--- src/rtl/fsk_zc_if.sv ---
// Sample stream in, recovered symbols and link status out, for the FSK zero-crossing demodulator.
interface fsk_zc_if #(
   parameter int W     = 8,
   parameter int CNT_W = 10
) ();
   logic signed [W-1:0] sample_in;
   logic                sample_valid;
   logic                bit_out;
   logic                bit_valid;
   logic [CNT_W-1:0]    period_out;
   logic                locked;
   logic                los;

   modport master (
      output sample_in, sample_valid,
      input  bit_out, bit_valid, period_out, locked, los
   );

   modport slave (
      input  sample_in, sample_valid,
      output bit_out, bit_valid, period_out, locked, los
   );
endinterface

--- src/rtl/fsk_zc_demod.sv ---
// FSK demodulator: hysteretic rising zero-crossing detector, period counter, threshold slicer
// and lock / loss-of-signal tracking.
module fsk_zc_demod #(
   parameter int W          = 8,
   parameter int CNT_W      = 10,
   parameter int HYST       = 4,
   parameter int PERIOD_THR = 48,
   parameter int LOCK_CNT   = 2,
   parameter int TIMEOUT    = 1023
) (
   input logic     clk,
   input logic     rst,
   fsk_zc_if.slave bus
);
   localparam int LW = $clog2(LOCK_CNT + 1);
   localparam logic signed [W-1:0] HystPos = W'(HYST);
   localparam logic signed [W-1:0] HystNeg = W'(-HYST);

   typedef enum logic [1:0] {StIdle, StAcquire, StLocked} state_e;

   state_e           state_q, state_d;
   logic [CNT_W-1:0] cnt_q, cnt_d;
   logic             armed_q, armed_d;
   logic [LW-1:0]    lock_q, lock_d;

   // First stage: measurement taken on the crossing edge, published one edge later.
   logic             meas_q, meas_d;
   logic             sym_q, sym_d;
   logic [CNT_W-1:0] meas_per_q, meas_per_d;

   logic             bit_out_q, bit_valid_q;
   logic [CNT_W-1:0] period_q;

   logic signed [W-1:0] s;
   logic                is_neg, is_pos, crossing;
   logic [CNT_W-1:0]    cnt_inc;
   logic [LW-1:0]       lock_inc;

   assign s        = bus.sample_in;
   assign is_neg   = s <= HystNeg;
   assign is_pos   = s >= HystPos;
   assign crossing = armed_q && is_pos;
   assign cnt_inc  = cnt_q + CNT_W'(1);
   assign lock_inc = lock_q + LW'(1);

   always_comb begin
      state_d    = state_q;
      cnt_d      = cnt_q;
      armed_d    = armed_q;
      lock_d     = lock_q;
      meas_d     = 1'b0;
      sym_d      = 1'b0;
      meas_per_d = meas_per_q;
      if (bus.sample_valid) begin
         if (crossing) begin
            armed_d = 1'b0;
         end else if (is_neg) begin
            armed_d = 1'b1;
         end
         unique case (state_q)
            StIdle: begin
               cnt_d = '0;
               if (crossing) begin
                  state_d = StAcquire;
                  lock_d  = '0;
               end
            end
            StAcquire, StLocked: begin
               if (crossing) begin
                  cnt_d      = '0;
                  meas_d     = 1'b1;
                  meas_per_d = cnt_inc;
                  if (state_q == StLocked) begin
                     sym_d = 1'b1;
                  end else if (lock_inc == LW'(LOCK_CNT)) begin
                     state_d = StLocked;
                     lock_d  = '0;
                  end else begin
                     lock_d = lock_inc;
                  end
               end else if (cnt_q == CNT_W'(TIMEOUT - 1)) begin
                  // A crossing on this same sample wins, so cnt never wraps.
                  state_d = StIdle;
                  cnt_d   = '0;
                  lock_d  = '0;
                  armed_d = 1'b0;
               end else begin
                  cnt_d = cnt_inc;
               end
            end
            default: state_d = StIdle;
         endcase
      end
   end

   always_ff @(posedge clk) begin
      if (rst) begin
         state_q     <= StIdle;
         cnt_q       <= '0;
         armed_q     <= 1'b0;
         lock_q      <= '0;
         meas_q      <= 1'b0;
         sym_q       <= 1'b0;
         meas_per_q  <= '0;
         bit_out_q   <= 1'b0;
         bit_valid_q <= 1'b0;
         period_q    <= '0;
      end else begin
         state_q     <= state_d;
         cnt_q       <= cnt_d;
         armed_q     <= armed_d;
         lock_q      <= lock_d;
         meas_q      <= meas_d;
         sym_q       <= sym_d;
         meas_per_q  <= meas_per_d;
         bit_valid_q <= sym_q;
         if (meas_q) begin
            period_q <= meas_per_q;
         end
         if (sym_q) begin
            bit_out_q <= meas_per_q < CNT_W'(PERIOD_THR);
         end
      end
   end

   assign bus.bit_out    = bit_out_q;
   assign bus.bit_valid  = bit_valid_q;
   assign bus.period_out = period_q;
   assign bus.locked     = (state_q == StLocked);
   assign bus.los        = (state_q == StIdle);
endmodule

--- src/flat_wrapper.sv ---
// flat-port wrapper written by rule: the top's interface ports become plain ports
module fsk_zc_demod_flat 
#(
   parameter int W          = 8,
   parameter int CNT_W      = 10,
   parameter int HYST       = 4,
   parameter int PERIOD_THR = 48,
   parameter int LOCK_CNT   = 2,
   parameter int TIMEOUT    = 1023
)
  (clk, rst, bus_sample_in, bus_sample_valid, bus_bit_out, bus_bit_valid, bus_period_out, bus_locked, bus_los);
  fsk_zc_if #(.W(W), .CNT_W(CNT_W)) bus_i ();
  input logic clk;
  input logic rst;
  input wire logic [$bits(bus_i.sample_in)-1:0] bus_sample_in;
  input wire logic [$bits(bus_i.sample_valid)-1:0] bus_sample_valid;
  output wire logic [$bits(bus_i.bit_out)-1:0] bus_bit_out;
  output wire logic [$bits(bus_i.bit_valid)-1:0] bus_bit_valid;
  output wire logic [$bits(bus_i.period_out)-1:0] bus_period_out;
  output wire logic [$bits(bus_i.locked)-1:0] bus_locked;
  output wire logic [$bits(bus_i.los)-1:0] bus_los;
  assign bus_i.sample_in = bus_sample_in;
  assign bus_i.sample_valid = bus_sample_valid;
  assign bus_bit_out = bus_i.bit_out;
  assign bus_bit_valid = bus_i.bit_valid;
  assign bus_period_out = bus_i.period_out;
  assign bus_locked = bus_i.locked;
  assign bus_los = bus_i.los;
  fsk_zc_demod #(.W(W), .CNT_W(CNT_W), .HYST(HYST), .PERIOD_THR(PERIOD_THR), .LOCK_CNT(LOCK_CNT), .TIMEOUT(TIMEOUT)) u_core (.clk(clk), .rst(rst), .bus(bus_i));
endmodule
--- config.mk ---
export PLATFORM = sky130hd
export DESIGN_NAME = fsk_zc_demod_flat
export DESIGN_NICKNAME = d
export VERILOG_FILES = /design/src/rtl/fsk_zc_if.sv /design/src/rtl/fsk_zc_demod.sv /design/src/flat_wrapper.sv
export SDC_FILE = /design/constraint.sdc
export NUM_CORES = 1
export LEC_CHECK = 0
export BUFFER_PORTS_ARGS = -buffer_cell sky130_fd_sc_hd__buf_2
export CELL_PAD_IN_SITES_DETAIL_PLACEMENT = 1
export CELL_PAD_IN_SITES_GLOBAL_PLACEMENT = 2
export CORE_ASPECT_RATIO = 2
export CORE_MARGIN = 1
export CORE_UTILIZATION = 34
export DETAILED_ROUTE_END_ITERATION = 10
export GPL_ROUTABILITY_DRIVEN = 0
export MAX_ROUTING_LAYER = met4
export PLACE_DENSITY_LB_ADDON = 0.3
export SYNTH_ARGS = -nofsm -noshare
export SYNTH_HDL_FRONTEND = slang
export SYNTH_SLANG_ARGS = --single-unit
--- constraint.sdc ---
create_clock -name clk -period 2.45 [get_ports clk]
set_input_delay 0.1225 -clock clk [delete_from_list [all_inputs] [get_ports clk]]
set_output_delay 0.1225 -clock clk [all_outputs]
set_load 0.01 [all_outputs]
## Word level (Yosys, flattened, before mapping)

Index checks and enable logic that the tools add are counted.

| storage, ports and cells | value |
|---|---|
| register bits after elaboration | 39 |
| input bits | 11 |
| output and inout port bits | 14 |
| logic and storage cells | 57 |

| cells by class | value |
|---|---|
| add/subtract/negate cells | 2 |
| order comparisons | 3 |
| equality and inequality tests | 8 |
| mux-type cells | 21 |
| bitwise logic cells | 3 |
| reductions and logical operators | 10 |

Operators with widths:

| cell | count |
|---|---|
| two-way mux 10 bit | 2 |
| case mux 10 bit (2 select lines) | 1 |
| two-way mux 2 bit | 9 |
| adder 10 x 1 -> 10 bit, second input constant | 1 |
| equality test 10 bit, second input constant | 1 |
| < comparator 10 x 6 -> 1 bit, second input constant | 1 |
| AND reduction 5 bit | 2 |
| greater-or-equal comparator 8 x 4 -> 1 bit, second input constant | 1 |
| less-or-equal comparator 8 x 3 -> 1 bit, second input constant | 1 |
| case mux 2 bit (2 select lines) | 2 |
| two-way mux 1 bit | 7 |
| inequality test 3 bit, second input constant | 2 |
| equality test 2 bit, second input constant | 2 |
| OR reduction 4 bit | 1 |
| inequality test 3 x 1 -> 1 bit, second input constant | 1 |
| inverter 1 bit | 3 |
| AND reduction 3 bit | 1 |
| OR reduction 3 bit | 1 |
| adder 2 x 1 -> 2 bit, second input constant | 1 |
| equality test 2 x 1 -> 1 bit, second input constant | 1 |
| logical NOT 2 bit | 1 |
| inequality test 2 x 1 -> 1 bit, second input constant | 1 |
| AND reduction 2 bit | 1 |
| nonzero test 2 bit | 1 |
| 2 further kinds | 2 |

## Logic depth before layout (Yosys ltp)

Gate-level depths: netlist (run 1).

| logic depth | value |
|---|---|
| word-level depth | 6 |
| gate-level depth with buffers | 7 |
| mapped depth without buffers | 7 |

## Worst setup path before layout (run 1)

Ideal clock, no wire load.

| timing path | value |
|---|---|
| kind | register -> register |
| start point | register u_core.state_q[0] |
| end point | register u_core.state_q[1] |
| library setup time | 0.123 ns |
| arrival time | 1.653 ns |
| data required time | 2.327 ns |
| path slack | 0.674 ns |
| stages on the path, launching flop included | 8 |
| buffers on the path | 0 |
| clock period less this slack | 1.776 ns |
| cells stage by stage | dfxtp_1 inv_1 ha_1 inv_1 a211o_2 o21ai_1 nor3_4 mux2_1 |

| between the ends | value |
|---|---|
| cells in the longest elaborated chain, start to end | 4 |
| elaborated cells between the ends (all ways) | 10 |
| classes of those cells | eq/ne: 6; mux: 1; reduce/logical: 3 |

Ends and longest elaborated chain:

| item | line | RTL |
|---|---|---|
| from (decl) | fsk_zc_demod.sv:21 | `state_e state_q, state_d;` |
| from (signal assigned) | fsk_zc_demod.sv:98 | `state_q <= StIdle;` |
| from (signal assigned) | fsk_zc_demod.sv:109 | `state_q <= state_d;` |
| equality test 2 bit / equality test 2 x 1 -> 1 bit (equally long branches) | fsk_zc_demod.sv:60, fsk_zc_demod.sv:73 |  |
| OR reduction 2 bit | fsk_zc_demod.sv:60 | `unique case (state_q)` |
| inequality test 3 bit (no line) / inequality test 3 x 1 -> 1 bit (equally long branches) | - |  |
| AND reduction 5 bit (no line) | - |  |

Several ways; a longest one is shown, not always the timed one.
A chain may end at the register's enable or synchronous reset.

## Final worst setup path (run 1)

| timing path | value |
|---|---|
| start point | register u_core.state_q[1] |
| end point | register u_core.state_q[1] |

Same word-level chain as after synthesis.

==> metrics.txt, run 1 <==
# TYPE chip_impl_metric gauge
chip_impl_info{name="run_status",value="complete, no violations"} 1
chip_impl_info{name="setup_repair_after_global_routing_missed_its_margin",value="false"} 1
chip_impl_info{name="cts-root-buf",value="sky130_fd_sc_hd__clkbuf_8"} 1
chip_impl_metric{name="yosys.area.top_type_share",unit="%"} 43.2
chip_impl_metric{name="post_cts_resize_count",unit=""} 0
chip_impl_info{name="timing.critical_path.cells",value="inv_1 > ha_1 > inv_1 > a211o_2 > o21ai_1 > nor3_4 > mux2_1"} 1
chip_impl_metric{name="rows",unit=""} 37
chip_impl_metric{name="final.period_utilization",unit="%"} 82.1
chip_impl_metric{name="grt_start_max_net_pins",unit=""} 40
chip_impl_info{name="timing.critical_path.max_delay_family",value="compound AO/OA/AOI/OAI gates"} 1
chip_impl_metric{name="drt-total-wl",unit="µm"} 4390
chip_impl_metric{name="chipHeight",unit="µm"} 105
chip_impl_info{name="critPathCapture",value="u_core.state_q[1]"} 1
chip_impl_metric{name="detail_route.vias_per_cell",unit=""} 5.37
chip_impl_metric{name="post_synth_xor_area_fraction",unit="%"} 3.39
chip_impl_metric{name="cp.required",unit="ns"} 2.63
chip_impl_metric{name="chipWidth",unit="µm"} 53.6
chip_impl_info{name="setup.worst_path.start",value="u_core.state_q[1]"} 1
chip_impl_info{name="critical_path.reg2reg.endpoint",value="u_core.state_q[1]"} 1
chip_impl_metric{name="maxCapViolations",unit=""} 0
chip_impl_metric{name="synthToLayoutAreaGrowth",unit="%"} 12.9
chip_impl_info{name="start_kind",value="flip-flop"} 1
chip_impl_metric{name="yosys.area_share.simple",unit="%"} 24.2
chip_impl_metric{name="dp.cells",unit=""} 271
chip_impl_metric{name="avgSynthCellArea",unit="µm²"} 9.18
chip_impl_metric{name="post_synthesis_cells",unit=""} 197
chip_impl_metric{name="sw_frac_of_total",unit="%"} 24.0
chip_impl_metric{name="synthesized_area_fraction_occupied_by_adder_cells",unit="%"} 3.46
chip_impl_metric{name="cts_made_buffers",unit=""} 5
chip_impl_info{name="crit_path_frequent_cell",value="sky130_fd_sc_hd__inv_1"} 1
chip_impl_metric{name="hold_viol_final",unit=""} 0
chip_impl_metric{name="cp_num_cells",unit=""} 7
chip_impl_metric{name="antenna_found_initial",unit=""} 0
chip_impl_metric{name="syn-num-nets",unit=""} 213
chip_impl_metric{name="placement.io_buffers",unit=""} 24
chip_impl_metric{name="fin_tns_setup",unit="ns"} 0
chip_impl_metric{name="worst_ep_arrival_time",unit="ns"} 2.19
chip_impl_metric{name="worst_vdd_ir",unit="mV"} 0.302
chip_impl_metric{name="synth_cell_type_count",unit=""} 42
chip_impl_metric{name="number_of_antenna_diodes",unit=""} 0
chip_impl_metric{name="dieArea",unit="mm²"} 0.00563
chip_impl_metric{name="seq_power_share",unit="%"} 56.3
chip_impl_metric{name="grt_first_pass_wirelength",unit="µm"} 7410
chip_impl_metric{name="layout.cells.non_filler",unit=""} 279
chip_impl_metric{name="grt_util_all_layers",unit="%"} 18.5
chip_impl_metric{name="p_sw",unit="mW"} 0.273
chip_impl_metric{name="synth.yosys.seq_area_share",unit="%"} 43.2
chip_impl_info{name="cts_tree",value="done"} 1
chip_impl_metric{name="netlist_area_before_placement",unit="mm²"} 0.00181
chip_impl_metric{name="worst_skew_pair_latency",unit="ns"} 0.29
chip_impl_metric{name="drc_errors",unit=""} 0
chip_impl_metric{name="power_density",unit="mW/mm²"} 557
chip_impl_metric{name="num_io_pins",unit=""} 25
chip_impl_info{name="hold_path.class",value="in2reg"} 1
chip_impl_info{name="critPathSlowestCell",value="sky130_fd_sc_hd__dfxtp_1"} 1
chip_impl_metric{name="fmax",unit="MHz"} 497
chip_impl_info{name="synth_largest_area_cell",value="sky130_fd_sc_hd__dfxtp_1"} 1
chip_impl_info{name="worstSetupPathType",value="reg2reg"} 1
chip_impl_metric{name="int_pwr",unit="mW"} 0.865
chip_impl_metric{name="starting_density_of_the_core",unit="%"} 35.2
chip_impl_metric{name="tritonroute_pass_1_iters",unit=""} 4
chip_impl_metric{name="setup_violations",unit=""} 0
chip_impl_info{name="largest_family_of_logic_cells_by_synthesized_area",value="simple AND/OR/NAND/NOR gates"} 1
chip_impl_metric{name="h-tree-depth",unit=""} 2
chip_impl_metric{name="postCtsHoldBufs",unit=""} 0
chip_impl_metric{name="relSlewSlack",unit="%"} 52.4
chip_impl_metric{name="dp.final_hpwl",unit="µm"} 3450
chip_impl_metric{name="synth-compound-area-share",unit="%"} 13.2
chip_impl_metric{name="cp_slowest_stage_delay",unit="ns"} 0.38
chip_impl_metric{name="final.min_clock_period",unit="ns"} 2.01
chip_impl_metric{name="clock_path_buffers",unit=""} 2
chip_impl_metric{name="route.detailed.wl_per_inst",unit="µm"} 15.7
chip_impl_info{name="critical_path.reg2reg.startpoint",value="u_core.state_q[1]"} 1
chip_impl_metric{name="post_cts.repair.setup_buffers",unit=""} 0
chip_impl_metric{name="synth_seq_cells",unit=""} 39
chip_impl_metric{name="power.combinational.fraction",unit="%"} 7.1
chip_impl_metric{name="r2r_slack",unit="ns"} 0.44
chip_impl_metric{name="post_route_cells_drive_above_1_share",unit="%"} 18.1
chip_impl_metric{name="routed-via-count",unit=""} 1498
chip_impl_metric{name="power.share.clock",unit="%"} 36.6
chip_impl_info{name="timing.critical_path.to_type",value="flip-flop"} 1
chip_impl_metric{name="via_count_of_the_first_global_routing_pass",unit=""} 1583
chip_impl_metric{name="core_area",unit="mm²"} 0.00514
chip_impl_metric{name="worst-r2r-cell-count",unit=""} 7
chip_impl_metric{name="clock-sinks",unit=""} 39
chip_impl_metric{name="synth.mux.area_fraction",unit="%"} 8.64
chip_impl_metric{name="synthesis_warning_total",unit=""} 0
chip_impl_metric{name="critical_path_buf_inv_count",unit=""} 2
chip_impl_metric{name="final_max_slew_viol_count",unit=""} 0
chip_impl_info{name="post_synth_main_area_contributors",value="sky130_fd_sc_hd__dfxtp_1, sky130_fd_sc_hd__mux2i_1, sky130_fd_sc_hd__nor2_1, sky130_fd_sc_hd__ha_1, sky130_fd_sc_hd__a211oi_1"} 1
chip_impl_metric{name="finalClockSkew",unit="ns"} 0.00708
chip_impl_metric{name="initialDrtViolationCount",unit=""} 35
chip_impl_metric{name="antenna_violating_nets_post_route",unit=""} 0
chip_impl_metric{name="clock_slew_seen_by_the_registers_of_the_worst_setup_and_hold_paths",unit="ns"} 0.08
chip_impl_metric{name="critPathMaxFanout",unit=""} 6
chip_impl_metric{name="worst_slew_pin_slew",unit="ns"} 0.714
chip_impl_metric{name="fin_nets",unit=""} 236
chip_impl_metric{name="power.leakage",unit="nW"} 0.750
chip_impl_metric{name="gr-total-overflow",unit=""} 0
-- Yosys cell counts (all sizes together) --
cell type	count
mux2i	13
nor3b	1
a21o	1
a311oi	1
o2111ai	1
o31ai	1
and3	5
dfxtp	39
nor2	29
inv	8
o21ai	1
nor4	1
xor2	2
nand4	3
o32ai	3
clkbuf	3
nor2b	3
nor3	5
or3	4
a31oi	1
nand2	16
xnor2	5
o311a	1
nand3	6
ha	5
a22oi	2
a21oi	12
a22o	1
nand2b	4
a211o	1
and4	4
buf	5
mux2	2
a211oi	8
-- cell usage in the layout, fill, tap and decap left out, types with 3 or more instances in the layout --
cell type                  netlist  final
sky130_fd_sc_hd__dfxtp_1        39     39
sky130_fd_sc_hd__nor2b_1         3      3
sky130_fd_sc_hd__nor3_4          3      3
sky130_fd_sc_hd__nand3_1         6      6
sky130_fd_sc_hd__ha_1            5      5
sky130_fd_sc_hd__clkbuf_8        0      5
sky130_fd_sc_hd__and3_1          4      4
sky130_fd_sc_hd__nand2b_1        4      4
sky130_fd_sc_hd__o32ai_1         3      3
sky130_fd_sc_hd__nand2_1        16     16
sky130_fd_sc_hd__buf_2           0     24
sky130_fd_sc_hd__inv_1           8      8
sky130_fd_sc_hd__mux2i_1        13     13
sky130_fd_sc_hd__xnor2_1         5      5
sky130_fd_sc_hd__a21oi_1        11     11
sky130_fd_sc_hd__and4_1          4      4
sky130_fd_sc_hd__nand4_1         3      3
sky130_fd_sc_hd__a211oi_1        8      8
sky130_fd_sc_hd__nor2_1         28     28
sky130_fd_sc_hd__or3_1           4      4
-- sequential cells by signal, indices dropped and copies added, names as in the netlist --
register / count
u_core.meas_per_q: 10
u_core.cnt_q: 10
u_core.bus.bit_valid: 1
u_core.state_q: 2
u_core.bus.period_out: 10
u_core.sym_q: 1
u_core.armed_q: 1
u_core.bus.bit_out: 1
u_core.lock_q: 2
u_core.meas_q: 1
-- how the worst min path moves through the flow --
| stage | start | end | slack (ns) | depth (start not counted) |
|---|---|---|---|---|
| after CTS | bus_sample_valid | u_core.armed_q | 0.13 | 2 |
| final | bus_sample_valid | u_core.armed_q | 0.14 | 2 |
| after detailed placement | bus_sample_valid | u_core.armed_q | 0.44 | 2 |
| after global routing | bus_sample_valid | u_core.armed_q | 0.15 | 2 |
| after global placement | bus_sample_valid | u_core.armed_q | 0.41 | 2 |
| after floorplan | bus_sample_valid | u_core.armed_q | 0.22 | 1 |
-- logic make-up (layout without fill, tap and decap cells) --
family	count (synthesis)	in the layout
adder cells (fa/ha/maj)	5	5
AND/OR/NAND/NOR	81	81
multiplexers	15	15
AO/OA/AOI/OAI	34	34
flip-flops	39	39
XOR/XNOR	7	7
buffers and inverters	16	40
-- power groups by stage --
stage | sequential [mW] | combinational, mW | clock, mW
2_1_floorplan | 0.654 | 0.0545 | 0
3_3_place_gp | 0.655 | 0.0783 | 0
3_5_place_dp | 0.655 | 0.0824 | 0
4_1_cts | 0.640 | 0.0827 | 0.430
5_1_grt | 0.641 | 0.0909 | 0.464
6_report | 0.641 | 0.0811 | 0.416
-- worst register-to-register path, stage by stage, from the launching register on --
cell                      delay (ns)
sky130_fd_sc_hd__dfxtp_1        0.38
sky130_fd_sc_hd__inv_1          0.08
sky130_fd_sc_hd__ha_1           0.38
sky130_fd_sc_hd__inv_1          0.11
sky130_fd_sc_hd__a211o_2        0.32
sky130_fd_sc_hd__o21ai_1        0.24
sky130_fd_sc_hd__nor3_4         0.07
sky130_fd_sc_hd__mux2_1         0.32
-- layout make-up --
cell class | instances | area, µm²
Timing Repair Buffer | 24 | 120
Clock buffer | 7 | 76.3
Sequential cell | 39 | 781
Tap cell | 58 | 72.6
Fill cell | 642 | 3100
Inverter | 8 | 30.0
Clock inverter | 1 | 5.00
Multi-Input combinational cell | 142 | 957
-- per-stage QoR --
step	setup WS, ns	hold slack (ns)	util [%]	cell area (µm²)	total power [mW]
6_report	0.438	0.135	39.7	2040	1.14
5_1_grt	0.286	0.154	39.7	2040	1.20
2_1_floorplan	0.674	0.219	-	1810	0.709
3_5_place_dp	0.451	0.437	38.2	1960	0.738
4_1_cts	0.437	0.132	39.7	2040	1.15
3_3_place_gp	0.530	0.415	38.2	1960	0.733
-- routing by layer --
layer  wire length [µm]  up-vias  track usage [%]
met3                 92        9             2.62
met2               2600       31             33.8
li1                   -      746                -
met1               1570      712             17.7
met5                  0        -                -
met4                124        0             8.65
(Power assumes the default switching activity.)
==> inputs of run 2 (changes only) <==
Clock period 2.45 ns to 2.05 ns, I/O delays scaled along.
==> metrics.txt, run 2 (synthesis gave the netlist of run 1 again) <==
# TYPE chip_impl_metric gauge
chip_impl_metric{name="postCtsHoldBufs",unit=""} 0
chip_impl_metric{name="core_area",unit="mm²"} 0.00514
chip_impl_metric{name="holdWs",unit="ns"} 0.111
chip_impl_metric{name="relSlewSlack",unit="%"} 52.5
chip_impl_metric{name="worst_skew_pair_latency",unit="ns"} 0.29
chip_impl_metric{name="finalClockSkew",unit="ns"} 0.00216
chip_impl_info{name="cts_tree",value="done"} 1
chip_impl_metric{name="clock_slew_seen_by_the_registers_of_the_worst_setup_and_hold_paths",unit="ns"} 0.08
chip_impl_metric{name="tritonroute_pass_1_iters",unit=""} 4
chip_impl_metric{name="cp.required",unit="ns"} 2.23
chip_impl_metric{name="dp.cells",unit=""} 274
chip_impl_metric{name="power_density",unit="mW/mm²"} 759
chip_impl_metric{name="fmax",unit="MHz"} 520
chip_impl_info{name="cts-root-buf",value="sky130_fd_sc_hd__clkbuf_8"} 1
chip_impl_metric{name="clock-sinks",unit=""} 39
chip_impl_metric{name="route.detailed.wl_per_inst",unit="µm"} 15.7
chip_impl_metric{name="routed-via-count",unit=""} 1525
chip_impl_info{name="final_common_cell",value="sky130_fd_sc_hd__dfxtp_1"} 1
chip_impl_metric{name="placed_cell_area",unit="mm²"} 0.00198
chip_impl_metric{name="via_count_of_the_first_global_routing_pass",unit=""} 1639
chip_impl_info{name="hold_path.class",value="in2reg"} 1
chip_impl_metric{name="initialDrtViolationCount",unit=""} 13
chip_impl_metric{name="critPathMaxFanout",unit=""} 4
chip_impl_metric{name="h-tree-depth",unit=""} 2
chip_impl_metric{name="cts_made_buffers",unit=""} 5
chip_impl_metric{name="dieArea",unit="mm²"} 0.00563
chip_impl_metric{name="starting_density_of_the_core",unit="%"} 35.2
chip_impl_metric{name="setup_violations",unit=""} 0
chip_impl_metric{name="chipHeight",unit="µm"} 105
chip_impl_metric{name="gr-total-overflow",unit=""} 0
chip_impl_info{name="setup_repair_after_global_routing_missed_its_margin",value="false"} 1
chip_impl_metric{name="worst_slew_pin_slew",unit="ns"} 0.713
chip_impl_metric{name="worst_slack",unit="ns"} 0.126
chip_impl_info{name="worstSetupPathType",value="reg2reg"} 1
chip_impl_info{name="timing.critical_path.to_type",value="flip-flop"} 1
chip_impl_metric{name="fin_nets",unit=""} 241
chip_impl_metric{name="fin_total_pwr",unit="mW"} 1.63
chip_impl_metric{name="final_max_slew_viol_count",unit=""} 0
chip_impl_metric{name="dp_worst_setup_slack",unit="ns"} 0.0567
chip_impl_metric{name="final.period_utilization",unit="%"} 93.9
chip_impl_metric{name="chipWidth",unit="µm"} 53.6
chip_impl_metric{name="finish.instance_area",unit="mm²"} 0.00214
chip_impl_info{name="start_kind",value="flip-flop"} 1
chip_impl_metric{name="worst_ep_arrival_time",unit="ns"} 2.10
chip_impl_metric{name="fin_tns_setup",unit="ns"} 0
chip_impl_metric{name="final_core_utilization",unit="%"} 41.7
chip_impl_metric{name="detail_route.vias_per_cell",unit=""} 5.37
chip_impl_metric{name="drt-total-wl",unit="µm"} 4450
chip_impl_metric{name="layout.cells.non_filler",unit=""} 284
chip_impl_metric{name="number_of_antenna_diodes",unit=""} 0
chip_impl_metric{name="worst_vdd_ir",unit="mV"} 0.480
chip_impl_metric{name="grt_first_pass_wirelength",unit="µm"} 7530
chip_impl_metric{name="hold_viol_final",unit=""} 0
chip_impl_info{name="run_status",value="complete, no violations"} 1
chip_impl_metric{name="maxCapViolations",unit=""} 0
chip_impl_metric{name="rows",unit=""} 37
chip_impl_metric{name="drc_errors",unit=""} 0
chip_impl_metric{name="num_io_pins",unit=""} 25
chip_impl_metric{name="final.min_clock_period",unit="ns"} 1.92
chip_impl_metric{name="synthToLayoutAreaGrowth",unit="%"} 18.5
chip_impl_metric{name="placement.io_buffers",unit=""} 24
chip_impl_metric{name="grt_start_max_net_pins",unit=""} 40
chip_impl_metric{name="antenna_violating_nets_post_route",unit=""} 0
chip_impl_metric{name="clock_path_buffers",unit=""} 2
chip_impl_metric{name="dp.final_hpwl",unit="µm"} 3440
chip_impl_metric{name="post_route_cells_drive_above_1_share",unit="%"} 22.6
chip_impl_metric{name="power.leakage",unit="nW"} 0.802
chip_impl_metric{name="grt_util_all_layers",unit="%"} 18.8
chip_impl_metric{name="antenna_found_initial",unit=""} 0
chip_impl_info{name="top_library_cells_by_usage_in_the_layout_fill_and_taps_aside",value="sky130_fd_sc_hd__dfxtp_1, sky130_fd_sc_hd__nor2_1, sky130_fd_sc_hd__buf_2"} 1
[run 2: critical path, stage by stage, from the launching register on]
cell,delay [ns]
sky130_fd_sc_hd__dfxtp_1,0.39
sky130_fd_sc_hd__inv_2,0.08
sky130_fd_sc_hd__ha_1,0.19
sky130_fd_sc_hd__and4_1,0.22
sky130_fd_sc_hd__and3_4,0.20
sky130_fd_sc_hd__nor3_4,0.20
sky130_fd_sc_hd__buf_4,0.18
sky130_fd_sc_hd__nor3_4,0.06
sky130_fd_sc_hd__mux2_1,0.30
[run 2: per-layer routing]
metal / global-route usage [%] / vias to the layer above / part of all wire, %
met1: 17.0 / 731 / 36
met3: 2.77 / 9 / 2.0
met5: - / - / 0
met4: 8.65 / 0 / 2.9
met2: 35.3 / 31 / 59
li1: - / 754 / -
[run 2: power breakdown]
part	internal, mW	switching (mW)	total (mW)	leakage, nW
sequential	0.761	0.00358	0.765	0.315
clock	0.487	0.272	0.759	0.0654
combinational	0.0386	0.0652	0.104	0.422
total	1.29	0.341	1.63	0.802
[run 2: area by class of cell]
type	count	area (µm²)
repair buffers	29	158
multi-input cells	142	968
clock inverters	2	60.1
flip-flops and latches	39	782
fillers	629	3000
inverters	8	30.0
well taps	58	72.6
clock buffers	6	72.6
[run 2: final timing paths]
check                                       from                end  slack (ns)  cells after the start
worst max-delay path             u_core.cnt_q[0]  u_core.state_q[1]        0.13                      8
worst min-delay path            bus_sample_valid     u_core.armed_q        0.11                      2
worst max register to register   u_core.cnt_q[0]  u_core.state_q[1]        0.13                      8
worst min register to register  u_core.lock_q[1]   u_core.lock_q[1]        0.46                      1
[run 2: timing repair]
item,4_1_cts,5_1_grt
buffers inserted,0,2
resized for setup,0,5
setup endpoints to repair,0,6
==> inputs of run 3 (changes only) <==
Settings changed: ABC_AREA set to 1, CORE_UTILIZATION 34 to 32.
==> metrics.txt, run 3 <==
# TYPE chip_impl_metric gauge
chip_impl_metric{name="final.min_clock_period",unit="ns"} 1.67
chip_impl_metric{name="met1_length",unit="µm"} 1640
chip_impl_metric{name="syn-num-nets",unit=""} 250
chip_impl_metric{name="nFillCells",unit=""} 694
chip_impl_metric{name="setup_violations",unit=""} 0
chip_impl_metric{name="dp.cells",unit=""} 310
chip_impl_info{name="cts_tree",value="done"} 1
chip_impl_info{name="synth_largest_area_cell",value="sky130_fd_sc_hd__dfxtp_1"} 1
chip_impl_metric{name="clock_slew_seen_by_the_registers_of_the_worst_setup_and_hold_paths",unit="ns"} 0.08
chip_impl_metric{name="via_count_of_the_first_global_routing_pass",unit=""} 1528
chip_impl_info{name="cts-root-buf",value="sky130_fd_sc_hd__clkbuf_8"} 1
chip_impl_metric{name="power_density",unit="mW/mm²"} 800
chip_impl_metric{name="layout.cells.non_filler",unit=""} 318
chip_impl_metric{name="grt_util_all_layers",unit="%"} 16.5
chip_impl_metric{name="post_route_cells_drive_above_1_share",unit="%"} 19.8
chip_impl_metric{name="fin_nets",unit=""} 273
chip_impl_metric{name="fin_tns_setup",unit="ns"} 0
chip_impl_metric{name="hold_viol_final",unit=""} 0
chip_impl_metric{name="finalClockSkew",unit="ns"} 0.00803
chip_impl_metric{name="ff_latch_area",unit="µm²"} 781
chip_impl_metric{name="placement.io_buffers",unit=""} 24
chip_impl_metric{name="yosys.area.top_type_share",unit="%"} 43.3
chip_impl_metric{name="antenna_violating_nets_post_route",unit=""} 0
chip_impl_info{name="timing.critical_path.to_type",value="flip-flop"} 1
chip_impl_info{name="setup_repair_after_global_routing_missed_its_margin",value="false"} 1
chip_impl_metric{name="rows",unit=""} 38
chip_impl_metric{name="synth_seq_cells",unit=""} 39
chip_impl_metric{name="grt_first_pass_wirelength",unit="µm"} 6820
chip_impl_metric{name="clock_path_buffers",unit=""} 2
chip_impl_metric{name="starting_density_of_the_core",unit="%"} 33.3
chip_impl_metric{name="post_synthesis_cells",unit=""} 234
chip_impl_metric{name="maxCapViolations",unit=""} 0
chip_impl_info{name="highest-signal-layer",value="met4"} 1
chip_impl_metric{name="initialDrtViolationCount",unit=""} 14
chip_impl_metric{name="worst_ep_arrival_time",unit="ns"} 1.84
chip_impl_metric{name="fmax",unit="MHz"} 599
chip_impl_metric{name="worst_vdd_ir",unit="mV"} 0.326
chip_impl_metric{name="final.period_utilization",unit="%"} 81.5
chip_impl_metric{name="clock-sinks",unit=""} 39
chip_impl_metric{name="drt-total-wl",unit="µm"} 4250
chip_impl_metric{name="postCtsHoldBufs",unit=""} 0
chip_impl_metric{name="worst_skew_pair_latency",unit="ns"} 0.29
chip_impl_metric{name="cts_made_buffers",unit=""} 5
chip_impl_info{name="worstSetupPathType",value="reg2reg"} 1
chip_impl_info{name="post_synth_main_area_contributors",value="sky130_fd_sc_hd__dfxtp_1, sky130_fd_sc_hd__nand2_1, sky130_fd_sc_hd__a21oi_1, sky130_fd_sc_hd__o21ai_0, sky130_fd_sc_hd__inv_1"} 1
chip_impl_metric{name="routed-via-count",unit=""} 1534
chip_impl_metric{name="chipWidth",unit="µm"} 55.1
chip_impl_metric{name="wl_met3",unit="µm"} 118
chip_impl_metric{name="detail_route.vias_per_cell",unit=""} 4.82
chip_impl_metric{name="num_io_pins",unit=""} 25
chip_impl_metric{name="dp.final_hpwl",unit="µm"} 3310
chip_impl_metric{name="number_of_antenna_diodes",unit=""} 0
chip_impl_metric{name="synthesis_warning_total",unit=""} 0
chip_impl_info{name="start_kind",value="flip-flop"} 1
chip_impl_info{name="run_status",value="complete, no violations"} 1
chip_impl_metric{name="multiInputGateArea",unit="µm²"} 858
chip_impl_metric{name="h-tree-depth",unit=""} 2
chip_impl_info{name="top_library_cells_by_usage_in_the_layout_fill_and_taps_aside",value="sky130_fd_sc_hd__nand2_1, sky130_fd_sc_hd__dfxtp_1, sky130_fd_sc_hd__inv_1, sky130_fd_sc_hd__a21oi_1, sky130_fd_sc_hd__buf_2"} 1
chip_impl_metric{name="cp.required",unit="ns"} 2.22
chip_impl_metric{name="avgSynthCellArea",unit="µm²"} 7.71
chip_impl_metric{name="gr-total-overflow",unit=""} 0
chip_impl_info{name="hold_path.class",value="in2reg"} 1
chip_impl_metric{name="tritonroute_pass_1_iters",unit=""} 4
chip_impl_metric{name="worst_slew_pin_slew",unit="ns"} 0.686
chip_impl_info{name="synth_commonest_cells",value="sky130_fd_sc_hd__dfxtp_1, sky130_fd_sc_hd__nand2_1, sky130_fd_sc_hd__a21oi_1, sky130_fd_sc_hd__inv_1, sky130_fd_sc_hd__nor2_1"} 1
chip_impl_metric{name="critPathMaxFanout",unit=""} 20
chip_impl_metric{name="power.leakage",unit="nW"} 0.858
chip_impl_metric{name="grt_start_max_net_pins",unit=""} 27
chip_impl_metric{name="relSlewSlack",unit="%"} 54.2
chip_impl_metric{name="post_cts.repair.setup_buffers",unit=""} 0
chip_impl_metric{name="wl_met2",unit="µm"} 2400
chip_impl_info{name="synth_flop_cell",value="sky130_fd_sc_hd__dfxtp_1"} 1
chip_impl_metric{name="route.detailed.wl_per_inst",unit="µm"} 13.4
chip_impl_metric{name="asyncSetResetFlopFracSynth",unit="%"} 0
chip_impl_metric{name="post_cts_resize_count",unit=""} 0
chip_impl_metric{name="synth-edff-count",unit=""} 0
chip_impl_metric{name="netlist_area_before_placement",unit="mm²"} 0.00180
chip_impl_metric{name="synth_cell_type_count",unit=""} 31
chip_impl_metric{name="dieArea",unit="mm²"} 0.00596
chip_impl_metric{name="core_area",unit="mm²"} 0.00542
chip_impl_metric{name="final_max_slew_viol_count",unit=""} 0
chip_impl_metric{name="synth.yosys.seq_area_share",unit="%"} 43.3
chip_impl_metric{name="drc_errors",unit=""} 0
chip_impl_metric{name="synthToLayoutAreaGrowth",unit="%"} 14.3
chip_impl_metric{name="antenna_found_initial",unit=""} 0
chip_impl_metric{name="chipHeight",unit="µm"} 108
[run 3: final timing paths]
kind | to | slack [ns] | cells after the start | startpoint
worst max-delay path | u_core.meas_per_q[5] | 0.38 | 7 | u_core.state_q[1]
worst min-delay path | u_core.armed_q | 0.14 | 4 | bus_sample_valid
worst max register to register | u_core.meas_per_q[5] | 0.38 | 7 | u_core.state_q[1]
worst min register to register | u_core.lock_q[1] | 0.45 | 2 | u_core.lock_q[1]
[run 3: cell type report]
| type | count | share of cell area (%) |
|---|---|---|
| timing repair buffer | 24 | 5.83 |
| tap | 60 | 3.64 |
| clock inverter | 3 | 2.12 |
| inverter | 30 | 5.58 |
| clock buffer | 5 | 3.34 |
| sequential | 39 | 37.9 |
| multi-input combinational | 157 | 41.6 |
[run 3: kinds of logic after synthesis]
logic type	Yosys count	synth area share, %
adder cells (fa/ha/maj)	5	3.47
flip-flops	39	43.3
AO/OA/AOI/OAI	57	16.8
XOR/XNOR	6	2.91
buffers and inverters	38	9.15
AND/OR/NAND/NOR	89	24.4
[run 3: report_power, final]
group / switching, mW / leakage (nW) / total, mW / internal [mW]
clock network: 0.279 / 0.0581 / 0.642 / 0.362
logic: 0.139 / 0.485 / 0.215 / 0.0758
registers: 0.0172 / 0.315 / 0.793 / 0.776
[run 3: through the flow]
step	hold WS (ns)	utilization (%)	worst slack (ns)	total power [mW]	area, µm²
2_1_floorplan	0.165	-	0.592	0.974	1800
3_5_place_dp	0.442	36.0	0.374	1.04	1950
4_1_cts	0.130	38.0	0.358	1.68	2060
5_1_grt	0.144	38.0	0.201	1.74	2060
6_report	0.138	38.0	0.380	1.65	2060
3_3_place_gp	0.425	36.0	0.424	1.03	1950
[run 3: metal layers]
metal	up-vias	global-route usage, %
met2	24	30.6
met5	-	-
met3	6	1.69
met4	0	7.50
met1	706	15.9
li1	798	-
[run 3: worst max-delay path, stage by stage (launching register included)]
cell and delay [ns]:
sky130_fd_sc_hd__dfxtp_1 0.38, sky130_fd_sc_hd__inv_1 0.06, sky130_fd_sc_hd__ha_1 0.33, sky130_fd_sc_hd__inv_1 0.11, sky130_fd_sc_hd__nor2_4 0.14, sky130_fd_sc_hd__nand2_2 0.23
sky130_fd_sc_hd__o21ai_0 0.25, sky130_fd_sc_hd__a21oi_1 0.05
